## config.mk

```make
export PLATFORM = sky130hd
export DESIGN_NAME = broadsync_frame_sched
export DESIGN_NICKNAME = d
export VERILOG_FILES = /design/src/rtl/broadsync_sched_pkg.sv /design/src/rtl/broadsync_tick_timer.sv /design/src/rtl/broadsync_frame_sched.sv
export SDC_FILE = /design/constraint.sdc
export NUM_CORES = 1
export LEC_CHECK = 0
export ABC_CLOCK_PERIOD_IN_PS = 2180
export CAP_MARGIN = 20
export CORE_MARGIN = 1.5
export CORE_UTILIZATION = 48
export CTS_BUF_LIST = sky130_fd_sc_hd__clkbuf_8
export DETAILED_ROUTE_END_ITERATION = 16
export GPL_TIMING_DRIVEN = 1
export PLACE_DENSITY = 0.75
export SLEW_MARGIN = 20
export SYNTH_ARGS = -nofsm -noshare
export SYNTH_HDL_FRONTEND = slang
export SYNTH_HIERARCHICAL = 1
export SYNTH_SLANG_ARGS = --single-unit
export TNS_END_PERCENT = 100
```

## constraint.sdc

```tcl
create_clock -name ptp_clk -period 2.18 [get_ports ptp_clk]
set_clock_uncertainty 0.2 [all_clocks]
set_input_delay 0.436 -clock ptp_clk [delete_from_list [all_inputs] [get_ports ptp_clk]]
set_output_delay 0.436 -clock ptp_clk [all_outputs]
set_load 0.02 [all_outputs]
```

## src/rtl/broadsync_sched_pkg.sv

```systemverilog
// broadsync_sched_pkg
//   Shared types and widths for the BroadSync frame scheduler.
//   state_t    : scheduler FSM encoding (IDLE=0, ARM=1, WAIT_DONE=2, GAP=3)
//   TX_CNT_W   : width of the completed-frame counter
//   TO_CNT_W   : width of the saturating timeout counter
//   CONSEC_W   : width of the consecutive-timeout counter (lock guard)
//   TICK_CNT_W : width of the period/timeout tick counters
package broadsync_sched_pkg;

  typedef enum logic [1:0] {
    IDLE      = 2'd0,
    ARM       = 2'd1,
    WAIT_DONE = 2'd2,
    GAP       = 2'd3
  } state_t;

  localparam int TX_CNT_W   = 16;
  localparam int TO_CNT_W   = 8;
  localparam int CONSEC_W   = 4;
  localparam int TICK_CNT_W = 16;

endpackage

```

## src/rtl/broadsync_tick_timer.sv

```systemverilog
// broadsync_tick_timer
//   Counter that advances by one on each bit-clock tick and can be
//   cleared synchronously. Clear has priority over tick.
// Ports:
//   clk   in  clock
//   rst   in  asynchronous active-high reset
//   clear in  synchronous clear to zero
//   tick  in  increment qualifier (one-cycle strobe)
//   count out current count
module broadsync_tick_timer #(
  parameter int W = 16
) (
  input  logic         clk,
  input  logic         rst,
  input  logic         clear,
  input  logic         tick,
  output logic [W-1:0] count
);

  always_ff @(posedge clk or posedge rst) begin
    if (rst) begin
      count <= '0;
    end else if (clear) begin
      count <= '0;
    end else if (tick) begin
      count <= count + W'(1);
    end
  end

endmodule

```

## src/rtl/broadsync_frame_sched.sv

```systemverilog
// broadsync_frame_sched
//   Issues frame_en to the BroadSync master once every FRAME_PERIOD
//   bit-clock ticks, watches for frame_done with a DONE_TIMEOUT-tick
//   timeout, and keeps frame/timeout statistics plus the lock bit.
//   Optional feature macro: BROADSYNC_SCHED_LOCK_GUARD_EN -- when defined,
//   lock_value is forced low after ERR_THRESH consecutive timeouts and is
//   released by the next successful frame_done.
// Handshake: frame_en is held high for the whole ARM state; the master
//   takes the request on the first cycle where frame_en and gtm_clk_en are
//   both high (the handoff), after which frame_en drops. frame_done is a
//   one-cycle pulse honoured only while waiting for it.
// Ports:
//   ptp_clk       in   clock
//   ptp_reset     in   asynchronous active-high reset
//   enable        in   run periodic framing
//   gtm_clk_en    in   bit-clock tick strobe
//   lock_src      in   local servo lock status
//   frame_done    in   completion pulse from the master
//   frame_en      out  frame request
//   lock_value    out  lock bit presented to the master
//   busy          out  high in every state except IDLE
//   timeout_irq   out  one-cycle timeout pulse
//   tx_count      out  completed frames (wrapping)
//   timeout_count out  timeouts (saturating)
module broadsync_frame_sched
  import broadsync_sched_pkg::*;
#(
  parameter int FRAME_PERIOD = 128,
  parameter int DONE_TIMEOUT = 120,
  parameter int ERR_THRESH   = 3
) (
  input  logic                ptp_clk,
  input  logic                ptp_reset,
  input  logic                enable,
  input  logic                gtm_clk_en,
  input  logic                lock_src,
  input  logic                frame_done,
  output logic                frame_en,
  output logic                lock_value,
  output logic                busy,
  output logic                timeout_irq,
  output logic [TX_CNT_W-1:0] tx_count,
  output logic [TO_CNT_W-1:0] timeout_count
);

  if (FRAME_PERIOD < 116 || FRAME_PERIOD > 65535 || DONE_TIMEOUT < 1 ||
      DONE_TIMEOUT >= FRAME_PERIOD || ERR_THRESH < 1 || ERR_THRESH > 15)
  begin : g_param_check
    $error("broadsync_frame_sched: illegal parameter set");
  end

  // Handoff is tick 0, so tick N after handoff is the tick on which the
  // counter moves from N-1 to N.
  localparam logic [TICK_CNT_W-1:0] TO_LAST  = TICK_CNT_W'(DONE_TIMEOUT - 1);
  localparam logic [TICK_CNT_W-1:0] PER_LAST = TICK_CNT_W'(FRAME_PERIOD - 2);

  state_t                  state;
  logic [TICK_CNT_W-1:0]   per_cnt;
  logic [TICK_CNT_W-1:0]   to_cnt;
  logic                    per_clear;
  logic                    to_clear;
  logic                    timeout_hit;
  logic                    period_hit;

  // Both counters sit at zero until the handoff, so they hold 0 on the
  // first WAIT_DONE cycle. The timeout counter only matters in WAIT_DONE.
  assign per_clear   = (state == IDLE) || (state == ARM);
  assign to_clear    = (state != WAIT_DONE);
  assign timeout_hit = (state == WAIT_DONE) && gtm_clk_en && (to_cnt == TO_LAST);
  assign period_hit  = (state == GAP) && gtm_clk_en && (per_cnt == PER_LAST);

  broadsync_tick_timer #(.W(TICK_CNT_W)) u_period_timer (
    .clk   (ptp_clk),
    .rst   (ptp_reset),
    .clear (per_clear),
    .tick  (gtm_clk_en),
    .count (per_cnt)
  );

  broadsync_tick_timer #(.W(TICK_CNT_W)) u_timeout_timer (
    .clk   (ptp_clk),
    .rst   (ptp_reset),
    .clear (to_clear),
    .tick  (gtm_clk_en),
    .count (to_cnt)
  );

  always_ff @(posedge ptp_clk or posedge ptp_reset) begin
    if (ptp_reset) begin
      state         <= IDLE;
      frame_en      <= 1'b0;
      busy          <= 1'b0;
      timeout_irq   <= 1'b0;
      tx_count      <= '0;
      timeout_count <= '0;
    end else begin
      timeout_irq <= 1'b0;
      case (state)
        IDLE: begin
          if (enable) begin
            state    <= ARM;
            frame_en <= 1'b1;
            busy     <= 1'b1;
          end
        end
        ARM: begin
          // Losing enable before the handoff abandons the request outright.
          if (!enable) begin
            state    <= IDLE;
            frame_en <= 1'b0;
            busy     <= 1'b0;
          end else if (gtm_clk_en) begin
            state    <= WAIT_DONE;
            frame_en <= 1'b0;
          end
        end
        WAIT_DONE: begin
          // A done arriving on the timeout tick still counts as success.
          if (frame_done) begin
            state    <= GAP;
            tx_count <= tx_count + TX_CNT_W'(1);
          end else if (timeout_hit) begin
            state       <= GAP;
            timeout_irq <= 1'b1;
            if (timeout_count != '1) begin
              timeout_count <= timeout_count + TO_CNT_W'(1);
            end
          end
        end
        GAP: begin
          if (period_hit) begin
            if (enable) begin
              state    <= ARM;
              frame_en <= 1'b1;
            end else begin
              state <= IDLE;
              busy  <= 1'b0;
            end
          end
        end
        default: begin
          state    <= IDLE;
          frame_en <= 1'b0;
          busy     <= 1'b0;
        end
      endcase
    end
  end

`ifdef BROADSYNC_SCHED_LOCK_GUARD_EN
  logic [CONSEC_W-1:0] consec;
  logic [CONSEC_W-1:0] consec_next;

  always_comb begin
    consec_next = consec;
    if (state == WAIT_DONE) begin
      if (frame_done) begin
        consec_next = '0;
      end else if (timeout_hit && (consec != '1)) begin
        consec_next = consec + CONSEC_W'(1);
      end
    end
  end

  // Using the next count lets the guard bite in the same cycle the
  // threshold-reaching timeout is reported, and release right after done.
  always_ff @(posedge ptp_clk or posedge ptp_reset) begin
    if (ptp_reset) begin
      consec     <= '0;
      lock_value <= 1'b0;
    end else begin
      consec     <= consec_next;
      lock_value <= (consec_next >= CONSEC_W'(ERR_THRESH)) ? 1'b0 : lock_src;
    end
  end
`else
  always_ff @(posedge ptp_clk or posedge ptp_reset) begin
    if (ptp_reset) begin
      lock_value <= 1'b0;
    end else begin
      lock_value <= lock_src;
    end
  end
`endif

endmodule
```

-- After elaboration in Yosys (flattened, before gate mapping)
Index checks and enable logic that the tools add are counted.
- register bits after elaboration: 62
- input bits: 6
- output and inout bits: 28
- logic and storage cells: 63
- $add $sub $neg: 4
- eq/ne operators: 11
- muxes and demuxes: 24
- bitwise logic cells: 1
- reductions and logical operators: 14
- operator list (cell ; count):
    two-way mux 16 bit ; 4
    adder 16 x 1 -> 16 bit (second input constant) ; 3
    == test 16 x 7 -> 1 bit (second input constant) ; 2
    two-way mux 2 bit ; 6
    two-way mux 1 bit ; 11
    adder 8 x 1 -> 8 bit (second input constant) ; 1
    != test 8 bit (second input constant) ; 1
    case mux 2 bit (4 select lines) ; 1
    AND reduction 4 bit ; 2
    != test 2 bit (second input constant) ; 3
    != test 3 bit (second input constant) ; 2
    case mux 1 bit (3 select lines) ; 2
    AND reduction 3 bit ; 2
    == test 2 bit (second input constant) ; 2
    logical AND 1 bit ; 4
    nonzero test 2 bit ; 2
    nonzero test 3 bit ; 1
    == test 2 x 1 -> 1 bit (second input constant) ; 1
    logical NOT 2 bit ; 1
    AND reduction 2 bit ; 1
    logical OR 1 bit ; 1
    inverter 1 bit ; 1

-- Depth between registers and ports, before layout
- depth in word-level cells: 6
- mapped depth: 7
- gate-level depth less buffers: 5

-- Hierarchy
The synthesis kept the hierarchy.
- modules (own cells, without submodules) (module ; times used ; cells an instance ; area an instance (µm²) ; seq. area each (µm²)):
    broadsync_tick_timer ; 2 ; 82 ; 808.3 ; 400.4
    broadsync_frame_sched ; 1 ; 143 ; 1565.3 ; 750.7

-- Worst setup path after synthesis
OpenSTA, ideal clock, no wires.
- path kind: register to register
- start: register with a tool-made name
- end: register u_period_timer.count[15]
- setup time: 77 ps
- data arrival time: 1848 ps
- required time: 1903 ps
- path slack: 54 ps
- cell stages (with the launch flop): 8
- buffers on the path: 2
- period minus slack after synthesis: 2126 ps
- cells stage by stage: dfrtp_1 buf_2 inv_1 buf_2 o211ai_1 or4_4 or3_1 a21oi_1
- RTL lines (element ; RTL line ; RTL):
    to (signal assigned) ; broadsync_tick_timer.sv:26 ; count <= count + W'(1);
    to (decl) ; broadsync_tick_timer.sv:17 ; output logic [W-1:0] count

-- Final worst setup path
- start: input gtm_clk_en
- end: register u_period_timer.count[11]
- word-level cells in the longest chain between the ends: 1
- RTL lines (element ; RTL line ; RTL):
    from (decl) ; broadsync_frame_sched.sv:35 ; input logic gtm_clk_en,
    nonzero test 2 bit (no line) ; - ;
Every way passes these cells.
A chain may end at the register's enable or synchronous reset.

==> qor.csv <==
metric;value;unit
run_status;finished, final reports clean;
wl_per_cell;14.6;um
ys_ff_latch;62;
grt_start_max_net_pins;24;
ir_worst_vdd;0.000536;V
cts_setup_buffers;0;
fin_util;62.3;%
synth.yosys.seq_area_share;48.8;%
clock_sinks;62;
fillCellCount;540;
crit_chain;clkdlybuf4s50_1 -> buf_4 -> and3_1 -> nor4b_1 -> xnor2_1 -> nor2_1;
path_clk_slew;70;ps
layout_common_cells;dfrtp_1 (62), clkdlybuf4s50_1 (33), nor2_1 (32);
critical_path_class;in2reg;
drt_drc_violations_left;0;
ys.warnings.count;6;
gp_congestion;0.852;
multi_input_area;1530;um2
ios;34;
rsz0062_at_grt;false;
clock_latency;340;ps
postRouteAntennaNets;0;
rows;29;
regToRegStartpoint;timeout_count[1];
core;6390;um2
hold-worst-slack;211;ps
yosysTopAreaCellShare;48.8;%
reg2reg_depth;6;
initial_core_util;49.8;%
dr.pass1.iters;5;
synth_edf_count;0;
setup_viol;0;
p_total;2660;uW
fp.dieArea;7130;um2
io_buffers;33;
worstReg2RegEnd;timeout_count[7];
synth_cell_type_count;45;
start_kind;primary input;
crit_arrival;2160;ps
fmax;471;MHz
area_growth;25.0;%
synthesis.area;3180;um2
setup_ws;57.1;ps
critPathMaxFanout;12;
grt_pass1_vias;2470;
insertedDiodeCount;0;
postSynthCellCount;307;
vias;2492;
relSlewSlack;56.0;%
grt_usage;19.8;%
cp_slowest_cell;clkdlybuf4s50_1;
vias_per_cell;5.54;
hold_viol_final;0;
path_buf_inv;2;
chipWidth;84.4;um
post-route-min-period;2120;ps
yosys.area.top_type;dfrtp_1;
finalSetupTns;0;ps
path_delay_family;buffers and inverters;
cts.repair.resized;0;
synthFlopType;dfrtp_1;
wl;6550;um
pre_cts_slack;-290;ps
tritoncts;yes;
avgSynthCellArea;10.4;um2
max_stage_delay;590;ps
grt_overflow;0;
layout.area.seq;1550;um2
clockBufferDepth;2;
h-tree-depth;3;
cts-root-buf;clkbuf_8;
finalCritPeriodShare;97.4;%
drive_above_1_share;15.5;%
tightest_slew;659;ps
reg2reg_slack;110;ps
leakagePower;0.00176;uW
final_common_cell;dfrtp_1;
dp_hpwl;4650;um
nNetsFinal;378;
power_density;669;nW/um2
initialDrtViolationCount;109;
async_reset_ff_share;100;%
cp_data_required_time;2220;ps
critPathCaptureType;register;
syn_nets;317;
worstHoldPathType;in2async;
cap_violations;0;
maxSlewViolCount;0;
chipHeight;84.4;um
ctsHoldBuffers;0;
antenna_found_initial;0;
numCtsBuffers;9;
synth_area_leaders;dfrtp_1 (49%), xor2_1 (6.6%), xnor2_1 (5.8%);
grt_first_pass_wirelength;11300;um
## cell usage after synthesis (3+ instances only)
cell type,count
nand2_1,17
buf_2,6
or2_0,3
nor3_1,20
and3_1,4
o21ai_0,10
nor2_1,32
nor4_1,3
a21oi_1,8
nand4_1,11
nand4b_1,3
xor2_1,24
xnor2_1,21
and4_1,3
nand3_1,13
clkbuf_1,3
dfrtp_1,62
inv_1,16
or3_1,4
ha_1,4
nand4_4,4
## sequential cells by signal, summed over array words and instances, names as in the netlist, named ones only
register,cells
u_timeout_timer/count,16
busy,1
frame_en,1
tx_count,16
state,1
timeout_irq,1
lock_value,1
timeout_count,8
u_period_timer/count,16
## kinds of logic (layout without fill, tap and decap cells)
family,count (synthesis),in the layout,share of synthesized area [%]
compound gates,28,28,5.35
fa+ha+maj,4,4,1.57
mux,5,5,1.69
xor+xnor,45,45,12.4
flops,62,62,48.8
simple gates,138,138,27.1
buf+inv,25,91,3.19
## how the worst max path moves through the flow
stage / from / end / slack (ps) / cells after the start
5_1_grt: timeout_count[1] / timeout_count[7] / 10 / 6
3_5_place_dp: gtm_clk_en / u_period_timer/count[15] / -290 / 5
4_1_cts: tx_count[0] / tx_count[0] / 60 / 1
3_3_place_gp: gtm_clk_en / u_period_timer/count[15] / -220 / 5
2_1_floorplan: register / u_period_timer/count[15] / 50 / 7
6_report: gtm_clk_en / u_period_timer/count[11] / 60 / 6
## area by class of cell
class	count	area share (%)
multi-input combinational	220	38.5
clock inverter	5	1.26
timing repair buffer	59	13.5
inverter	16	1.51
clock buffer	11	3.81
tap	77	2.42
sequential	62	39.0
## power by group
part           internal [uW]  leakage (uW)  switching, uW  total [uW]
logic                    142      0.000839            143         285
registers               1220      0.000814            127        1350
clock network            580      0.000108            443        1020
total                   1950       0.00176            714        2660
## layer usage
layer | track usage (%) | part of all wire, % | up-vias
met5 | 0 | 0 | -
met4 | 9.82 | 2.4 | 0
met3 | 5.60 | 3.7 | 15
met2 | 31.3 | 47 | 50
met1 | 25.2 | 47 | 1225
li1 | - | - | 1202
## worst register-to-register path, cell delays in order (launching register included)
cell,delay (ps)
dfrtp_1,420
ha_1,240
and3_1,160
a311o_2,430
buf_4,160
nor4_4,210
xor2_1,180
## through the flow
step,instance area (um2),std cells
detailed placement,3770,434
global placement,3770,434
CTS,3980,450
finish,3980,450
floorplan,3180,307
global route,3980,450
Note: power is estimated with default switching activity, not from simulation.
